[config.mk]
export PLATFORM = sky130hd
export DESIGN_NAME = cskpa_add_sched
export DESIGN_NICKNAME = d
export VERILOG_FILES = /design/src/rtl/cskpa_add_sched.sv
export SDC_FILE = /design/constraint.sdc
export NUM_CORES = 1
export LEC_CHECK = 0
export CORE_ASPECT_RATIO = 0.9
export CORE_MARGIN = 3
export CORE_UTILIZATION = 42
export CTS_CLUSTER_SIZE = 30
export DETAILED_ROUTE_END_ITERATION = 10
export GPL_ROUTABILITY_DRIVEN = 1
export GPL_TIMING_DRIVEN = 0
export PLACE_DENSITY = 0.72
export SYNTH_ARGS = -nofsm -noshare
export SYNTH_HDL_FRONTEND = slang
export SYNTH_HIERARCHICAL = 1
export SYNTH_SLANG_ARGS = --single-unit
[constraint.sdc]
create_clock -name clk -period 34.1 [get_ports clk]
set_clock_uncertainty 0.2 [all_clocks]
set_input_delay 6.82 -clock clk [delete_from_list [all_inputs] [get_ports clk]]
set_output_delay 6.82 -clock clk [all_outputs]
set_load 0.01 [all_outputs]
[src/rtl/cskpa_add_sched.sv]
// cskpa_add_sched: round-robin scheduler time-sharing one 64-bit carry-skip
// adder (carry-in 0) between two requesters.
//
// Optional feature macro: CSKPA_SCHED_OVF_EN adds rsp_ovf (registered signed
// overflow of the captured operands, same timing as rsp_sum).
//
// Ports:
//   clk, rst_n          clock, asynchronous active-low reset
//   req_valid[1:0]      per-requester request
//   req_ready[1:0]      per-requester accept strobe (combinational, one-hot or 0)
//   a0,b0 / a1,b1       64-bit operands of requester 0 / 1
//   rsp_valid/rsp_ready response handshake
//   rsp_id              owner of the current result
//   rsp_sum, rsp_cout   registered {cout,sum} = a + b
//   busy                high whenever the FSM is not idle
//   op_count            completed responses, wraps modulo 2^CNT_W
//   rsp_ovf             (CSKPA_SCHED_OVF_EN only) signed overflow flag

// 64-bit carry-skip adder: 4-bit ripple blocks, block carry bypassed when the
// whole block propagates.
module cskpa_add64 (
    input  logic [63:0] a,
    input  logic [63:0] b,
    input  logic        cin,
    output logic [63:0] sum,
    output logic        cout
);
    localparam int unsigned DW    = 64;
    localparam int unsigned BLK_W = 4;
    localparam int unsigned NBLK  = DW / BLK_W;

    always_comb begin
        logic [NBLK:0] blk_c;
        logic          c;
        logic          p;
        logic          blk_p;
        sum      = '0;
        blk_c    = '0;
        blk_c[0] = cin;
        for (int unsigned k = 0; k < NBLK; k++) begin
            c     = blk_c[k];
            blk_p = 1'b1;
            for (int unsigned j = 0; j < BLK_W; j++) begin
                p                 = a[k*BLK_W+j] ^ b[k*BLK_W+j];
                sum[k*BLK_W+j]    = p ^ c;
                c                 = (a[k*BLK_W+j] & b[k*BLK_W+j]) | (p & c);
                blk_p             = blk_p & p;
            end
            // Skip path: a fully propagating block passes its carry-in through.
            blk_c[k+1] = blk_p ? blk_c[k] : c;
        end
        cout = blk_c[NBLK];
    end
endmodule

module cskpa_add_sched #(
    parameter int unsigned RR_INIT = 0,
    parameter int unsigned CNT_W   = 16
) (
    input  logic             clk,
    input  logic             rst_n,
    input  logic [1:0]       req_valid,
    output logic [1:0]       req_ready,
    input  logic [63:0]      a0,
    input  logic [63:0]      b0,
    input  logic [63:0]      a1,
    input  logic [63:0]      b1,
    output logic             rsp_valid,
    input  logic             rsp_ready,
    output logic             rsp_id,
    output logic [63:0]      rsp_sum,
    output logic             rsp_cout,
    output logic             busy,
    output logic [CNT_W-1:0] op_count
`ifdef CSKPA_SCHED_OVF_EN
    ,
    output logic             rsp_ovf
`endif
);
    localparam int unsigned DW = 64;

    typedef enum logic [1:0] {
        IDLE = 2'd0,
        ADD  = 2'd1,
        RESP = 2'd2
    } state_t;

    state_t          state_q, state_d;
    logic            prio_q;
    logic [DW-1:0]   op_a_q, op_b_q;
    logic            id_q;
    logic            winner;
    logic            accept;
    logic            handshake;
    logic [DW-1:0]   add_sum;
    logic            add_cout;

    cskpa_add64 u_add (
        .a    (op_a_q),
        .b    (op_b_q),
        .cin  (1'b0),
        .sum  (add_sum),
        .cout (add_cout)
    );

    // State register.
    always_ff @(posedge clk or negedge rst_n) begin
        if (!rst_n) state_q <= IDLE;
        else        state_q <= state_d;
    end

    // Next state, arbitration and accept strobe.
    always_comb begin
        state_d   = state_q;
        accept    = 1'b0;
        handshake = 1'b0;
        req_ready = 2'b00;
        // Lone requester wins; with both valid the priority holder wins.
        winner    = (req_valid == 2'b11) ? prio_q : req_valid[1];
        unique case (state_q)
            IDLE: begin
                // rst_n gating keeps req_ready low while reset is held.
                if ((req_valid != 2'b00) && rst_n) begin
                    accept    = 1'b1;
                    req_ready = winner ? 2'b10 : 2'b01;
                    state_d   = ADD;
                end
            end
            ADD: state_d = RESP;
            RESP: begin
                if (rsp_ready) begin
                    handshake = 1'b1;
                    state_d   = IDLE;
                end
            end
            default: state_d = IDLE;
        endcase
    end

    // Operand capture, result registers, priority and completion counter.
    always_ff @(posedge clk or negedge rst_n) begin
        if (!rst_n) begin
            op_a_q    <= '0;
            op_b_q    <= '0;
            id_q      <= 1'b0;
            prio_q    <= (RR_INIT != 0);
            rsp_valid <= 1'b0;
            rsp_id    <= 1'b0;
            rsp_sum   <= '0;
            rsp_cout  <= 1'b0;
            busy      <= 1'b0;
            op_count  <= '0;
`ifdef CSKPA_SCHED_OVF_EN
            rsp_ovf   <= 1'b0;
`endif
        end else begin
            if (accept) begin
                op_a_q <= winner ? a1 : a0;
                op_b_q <= winner ? b1 : b0;
                id_q   <= winner;
                busy   <= 1'b1;
            end
            if (state_q == ADD) begin
                rsp_sum   <= add_sum;
                rsp_cout  <= add_cout;
                rsp_id    <= id_q;
                rsp_valid <= 1'b1;
`ifdef CSKPA_SCHED_OVF_EN
                rsp_ovf   <= (op_a_q[DW-1] == op_b_q[DW-1]) &&
                             (add_sum[DW-1] != op_a_q[DW-1]);
`endif
            end
            if (handshake) begin
                rsp_valid <= 1'b0;
                busy      <= 1'b0;
                op_count  <= op_count + CNT_W'(1);
                prio_q    <= ~rsp_id;
            end
        end
    end
endmodule
==> results of run 1 <==
[registers in the layout, summed over array words and instances (netlist names)]
register / cells
busy: 1
id_q: 1
op_a_q: 64
op_b_q: 64
op_count: 16
prio_q: 1
rsp_cout: 1
rsp_id: 1
rsp_sum: 64
rsp_valid: 1
state_q: 2
[through the flow]
stage               std cells  worst slack [ns]  power (uW)  util, %  area [um^2]
floorplan                 990              5.62         800        -        11800
detailed placement       1691              3.70        1070     57.6        15800
global placement         1690              3.93        1040     57.5        15700
finish                   1735              3.62        1300     60.4        16500
CTS                      1735              3.62        1320     60.4        16500
global route             1735              2.52        1410     60.4        16500
[power breakdown]
group | switching, uW | total, uW | leakage (uW) | internal, uW
sequential | 102 | 471 | 0.00244 | 369
clock | 102 | 250 | 0.000376 | 148
combinational | 273 | 584 | 0.00444 | 311
total | 477 | 1300 | 0.00726 | 827
[path summary, 6_finish.rpt]
path,to,start,slack [ns],depth (start not counted)
max reg2reg,rsp_sum[63]$_DFFE_PN0N_,op_a_q[0]$_DFFE_PN0P_,3.62,95
max in group asynchronous,op_a_q[22]$_DFFE_PN0P_,rst_n,26.54,2
min reg2reg,op_count[15]$_DFFE_PN0P_,op_count[15]$_DFFE_PN0P_,0.27,1
max,rsp_sum[63]$_DFFE_PN0N_,op_a_q[0]$_DFFE_PN0P_,3.62,95
min in group asynchronous,op_b_q[58]$_DFFE_PN0P_,rst_n,6.13,1
min,op_count[15]$_DFFE_PN0P_,op_count[15]$_DFFE_PN0P_,0.27,1
[cell type report]
| cell class | count | share of cell area (%) |
|---|---|---|
| multi-input cells | 707 | 36.7 |
| flip-flops and latches | 216 | 32.7 |
| repair buffers | 347 | 21.1 |
| clock buffers | 39 | 4.46 |
| well taps | 354 | 2.68 |
| plain buffers | 52 | 1.82 |
| inverters | 15 | 0.340 |
| clock inverters | 5 | 0.166 |
[cells by family after synthesis]
| group | Yosys count | share of synthesized area (%) |
|---|---|---|
| AO/OA/AOI/OAI | 151 | 6.76 |
| XOR/XNOR | 15 | 1.11 |
| adder cells (fa/ha/maj) | 129 | 17.7 |
| buffers and inverters | 67 | 3.01 |
| flip-flops | 216 | 45.7 |
| multiplexers | 198 | 17.7 |
| other | 1 | 0.0317 |
| AND/OR/NAND/NOR | 212 | 8.02 |
[cell usage after synthesis, types with 2 or more instances]
master,count,area (um^2)
nor2b_1,3,18.8
o31ai_1,2,15.0
a21oi_1,131,656
fa_1,64,1280
o21a_1,2,15.0
nand2b_1,3,18.8
nand4_1,16,100
buf_4,11,82.6
mux2_4,5,75.1
a21o_1,2,15.0
buf_2,39,195
xnor2_1,10,87.6
nand3_1,4,20.0
o21ai_0,5,25.0
mux2i_1,128,1280
nor2_1,139,522
inv_1,15,56.3
dfrtp_1,216,5410
xor2_1,5,43.8
and4_1,3,26.3
a41oi_1,2,17.5
nor3_1,7,35.0
o21ai_2,2,17.5
buf_6,2,22.5
mux2_2,65,732
ha_1,65,813
nand2_1,25,93.8
or2_2,2,12.5
[worst max-delay path: cells and delay by family (launching register included)]
| family | cells | cell delay (ns) |
|---|---|---|
| AND/OR/NAND/NOR | 13 | 1.64 |
| AO/OA/AOI/OAI | 7 | 1.25 |
| multiplexers | 6 | 1.61 |
| buffers and inverters | 5 | 0.35 |
| adder cells (fa/ha/maj) | 64 | 24.94 |
| flip-flops | 1 | 0.41 |
[layer usage]
| layer | share of wire (%) | global-route usage [%] | up-vias |
|---|---|---|---|
| met5 | 0.040 | 0 | - |
| met1 | 43 | 28.0 | 4333 |
| met2 | 50 | 36.2 | 245 |
| met3 | 5.7 | 3.79 | 37 |
| met4 | 1.7 | 3.74 | 2 |
| li1 | - | - | 4125 |
==> flow_metrics.py, run 1 <==
metrics = {
    "cts": {
        "path_clk_slew_ns": 0.06,
        "ctsResizeCount": 0,
        "clock_latency_ns": 0.50,
        "post_cts_buffers": 0,
        "cts-root-buf": "clkbuf_16",
        "clkSinkCount": 216,
        "htree_levels": 1,
        "cts_buffers": 25,
        "cts.path.max_buffers": 3,
        "hold_buffers": 0,
        "cts_tree": "yes",
    },
    "min_path": {
        "hp-class": "register to register",
    },
    "synthesis": {
        "syn_inst": 989,
        "ys_types": 44,
        "yosysSeqAreaShare_pct": 45.7,
        "postSynthAreaPerCell_um2": 12.0,
        "synth.ff_latch_count": 216,
        "synth_edf_count": 0,
        "yosysWarningCount": 6,
        "synth_ff_type": "dfrtp_1",
        "syn_area_mm2": 0.0118,
        "synth-async-reset-ratio_pct": 100,
    },
    "run": {
        "cap_viol_max_count": 0,
    },
    "layout": {
        "register_area_mm2": 0.00541,
        "syn2layout_area_growth_pct": 39.8,
        "layout_common_cells": "345 x clkdlybuf4s50_1, 216 x dfrtp_1, 139 x nor2_1, 131 x a21oi_1, 128 x mux2i_1",
        "nFillCells": 2274,
        "diodes": 0,
        "mostFrequentLayoutCell": "clkdlybuf4s50_1",
        "drive_gt1_share_pct": 12.2,
        "multi_input_area_mm2": 0.00607,
        "nets": 1754,
    },
    "place": {
        "place.gp.congestion": 0.816,
        "port_buffers": 346,
        "hpwl_um": 25100,
    },
    "global_route": {
        "grt_start_max_net_pins": 112,
        "grt_usage_pct": 20.9,
        "grt_pass1_vias": 9032,
        "grt_pass1_wl_um": 49800,
        "grt.overflow.total": 0,
        "antenna_found_initial": 1,
    },
    "sta": {
        "tightest_slew_ns": 0.845,
        "max_slew_margin_pct": 43.7,
        "hold_ws_ns": 0.269,
        "max_freq_mhz": 32.8,
        "setup_tns_ns": 0,
        "slew_viol_final": 0,
        "hold_viol": 0,
        "final.min_clock_period_ns": 30.48,
        "setup_viol": 0,
        "rsz0062_at_grt": "no",
        "final.period_utilization_pct": 89.4,
    },
    "die": {
        "die-area_mm2": 0.0302,
        "initial_utilization_pct": 43.2,
        "die_h_um": 165,
        "rows": 57,
        "io-pin-count": 347,
        "core-area_mm2": 0.0274,
        "die_w_um": 183,
    },
    "drt": {
        "drt_iter0_markers": 452,
        "drc": 0,
        "dr.pass1.iters": 5,
        "route.detailed.wl_per_inst_um": 18.6,
        "ant_nets": 0,
        "vias": 8742,
        "wirelength_um": 32200,
        "via_per_inst": 5.04,
    },
    "pwr": {
        "peakVddDrop_uv": 32.2,
        "p_leak_uw": 0.00726,
        "p_per_area_mw_per_mm2": 78.9,
    },
    "setup_path": {
        "slowest_stage": "fa_1",
        "crit_path_frequent_cell": "fa_1",
        "max_stage_delay_ns": 0.44,
        "crit_type": "register to register",
        "worstPathArrival_ns": 30.73,
        "crit_fanout": 3,
        "worstSetupEndpointType": "register",
        "crit_required_ns": 34.35,
        "start_kind": "register",
    },
    "run_status": {
        "outcome": "finished clean",
    },
}
Note: power is estimated with default switching activity, not from simulation.
==> run 2: changes to the inputs <==
CORE_MARGIN = default   (was 3)
==> run 2 against run 1 <==
Against the previous run:
- global-route usage increased by 1.4 points
- clock power about the same
- utilization increased by 0.061 points
- combinational power about the same
- cell count decreased by 0.35%
- sequential power about the same
- largest cell class unchanged
==> flow_metrics.py, run 2 (synthesis gave the netlist of run 1 again) <==
metrics = {
    "sta": {
        "final.min_clock_period_ns": 30.63,
        "hold_ws_ns": 0.279,
        "setup_viol": 0,
        "max_slew_margin_pct": 44.1,
        "max_freq_mhz": 32.6,
        "setup_tns_ns": 0,
        "tightest_slew_ns": 0.839,
        "slew_viol_final": 0,
        "hold_viol": 0,
        "rsz0062_at_grt": "no",
        "final.period_utilization_pct": 89.8,
    },
    "global_route": {
        "grt_start_max_net_pins": 112,
        "grt.overflow.total": 0,
        "grt_pass1_wl_um": 49500,
        "antenna_found_initial": 1,
        "grt_pass1_vias": 9203,
        "grt_usage_pct": 22.3,
    },
    "die": {
        "rows": 57,
        "core-area_mm2": 0.0273,
        "die_h_um": 161,
        "io-pin-count": 347,
        "die-area_mm2": 0.0288,
        "initial_utilization_pct": 43.3,
        "die_w_um": 179,
    },
    "setup_path": {
        "reg2reg_from": "op_a_q[0]$_DFFE_PN0P_",
        "crit_path_frequent_cell": "fa_1",
        "max_stage_delay_ns": 0.44,
        "reg2reg_depth": 96,
        "start_kind": "register",
        "crit_fanout": 3,
        "r2r_setup_slack_ns": 3.47,
        "slowest_stage": "fa_1",
        "crit_type": "register to register",
        "worstSetupEndpointType": "register",
        "crit_required_ns": 34.29,
        "worstPathArrival_ns": 30.82,
        "reg2reg_to": "rsp_cout$_DFFE_PN0N_",
    },
    "min_path": {
        "hp-class": "register to register",
        "hp-start": "rsp_valid$_DFFE_PN0P_",
        "worstHoldEndpoint": "rsp_valid$_DFFE_PN0P_",
        "hold_depth": 2,
    },
    "cts": {
        "hold_buffers": 0,
        "clkSinkCount": 216,
        "cts_tree": "yes",
        "htree_levels": 1,
        "clock_latency_ns": 0.51,
        "ctsResizeCount": 0,
        "cts.path.max_buffers": 3,
        "post_cts_buffers": 0,
        "cts_buffers": 24,
        "cts-root-buf": "clkbuf_16",
        "path_clk_slew_ns": 0.06,
    },
    "layout": {
        "syn2layout_area_growth_pct": 39.6,
        "reg_top3": "op_a_q: 64 flops, op_b_q: 64 flops, rsp_sum: 64 flops",
        "drive_gt1_share_pct": 12.1,
        "layout_common_cells": "345 x clkdlybuf4s50_1, 216 x dfrtp_1, 139 x nor2_1, 131 x a21oi_1, 128 x mux2i_1",
        "nets": 1753,
        "mostFrequentLayoutCell": "clkdlybuf4s50_1",
        "diodes": 0,
    },
    "pwr": {
        "power_switching_uw": 478,
        "p_seq_share_pct": 36.1,
        "peakVddDrop_uv": 35.8,
        "p_per_area_mw_per_mm2": 79.0,
        "switching_share_pct": 36.6,
        "design_power_total_uw": 1300,
        "p_clk_share_pct": 18.9,
        "combPwrFrac_pct": 45.0,
        "p_leak_uw": 0.00724,
        "p_int_uw": 827,
    },
    "drt": {
        "wirelength_um": 31700,
        "vias": 8759,
        "dr.pass1.iters": 5,
        "route.detailed.wl_per_inst_um": 18.4,
        "via_per_inst": 5.07,
        "drt_iter0_markers": 536,
        "drc": 0,
        "ant_nets": 0,
    },
    "place": {
        "place.gp.congestion": 0.834,
        "hpwl_um": 24500,
        "port_buffers": 346,
    },
    "run_status": {
        "outcome": "finished clean",
    },
    "run": {
        "cap_viol_max_count": 0,
    },
}
run 2: cell types whose count changed in the layout (fill, tap and decap cells not counted), sizes merged:
cell / previous run / this run
clkinv: 4 / 1
clkbuf: 39 / 36
run 2: worst max-delay path by stage:
stage,from,endpoint,slack (ns),depth (start not counted)
after global placement,op_a_q[0]$_DFFE_PN0P_,rsp_cout$_DFFE_PN0N_,3.94,96
after floorplan,op_a_q[0]$_DFFE_PN0P_,rsp_cout$_DFFE_PN0N_,5.62,96
after detailed placement,op_a_q[0]$_DFFE_PN0P_,rsp_cout$_DFFE_PN0N_,3.68,96
final,op_a_q[0]$_DFFE_PN0P_,rsp_cout$_DFFE_PN0N_,3.47,96
after CTS,op_a_q[0]$_DFFE_PN0P_,rsp_cout$_DFFE_PN0N_,3.54,96
after global routing,op_a_q[0]$_DFFE_PN0P_,rsp_cout$_DFFE_PN0N_,2.32,96
run 2: cell type report:
class / instances / area [um^2]
tap: 354 / 443
buffer: 52 / 300
inverter: 15 / 56.3
sequential: 216 / 5410
fill: 2257 / 10800
timing repair buffer: 347 / 3500
clock buffer: 36 / 727
clock inverter: 2 / 12.5
multi-input combinational: 707 / 6070
run 2: worst max-delay path: cells and delay by family, from the launching register on:
| family | cells | cell delay (ns) |
|---|---|---|
| AO/OA/AOI/OAI | 8 | 1.38 |
| flip-flops | 1 | 0.40 |
| multiplexers | 6 | 1.74 |
| AND/OR/NAND/NOR | 14 | 1.66 |
| adder cells (fa/ha/maj) | 64 | 24.79 |
| buffers and inverters | 4 | 0.29 |
run 2: per-stage QoR:
stage | setup slack, ns | cells | utilization [%] | area (um^2)
after floorplan | 5.62 | 990 | - | 11800
after global routing | 2.32 | 1729 | 60.4 | 16500
after detailed placement | 3.68 | 1691 | 57.7 | 15800
after CTS | 3.54 | 1729 | 60.4 | 16500
final | 3.47 | 1729 | 60.4 | 16500
after global placement | 3.94 | 1690 | 57.6 | 15700
run 2: power by group through the flow:
stage	combinational (uW)	sequential [uW]	clock [uW]
after floorplan	322	477	0
after global placement	571	471	0
after detailed placement	588	476	0
after CTS	594	473	252
after global routing	658	491	261
final	587	471	247
run 2: routing by layer:
metal / vias up / track usage [%] / wire length (um)
met4: 2 / 4.58 / 612
met5: - / 0 / 10
met3: 40 / 3.25 / 1930
met2: 270 / 38.5 / 15800
li1: 4115 / - / -
met1: 4332 / 29.6 / 13400
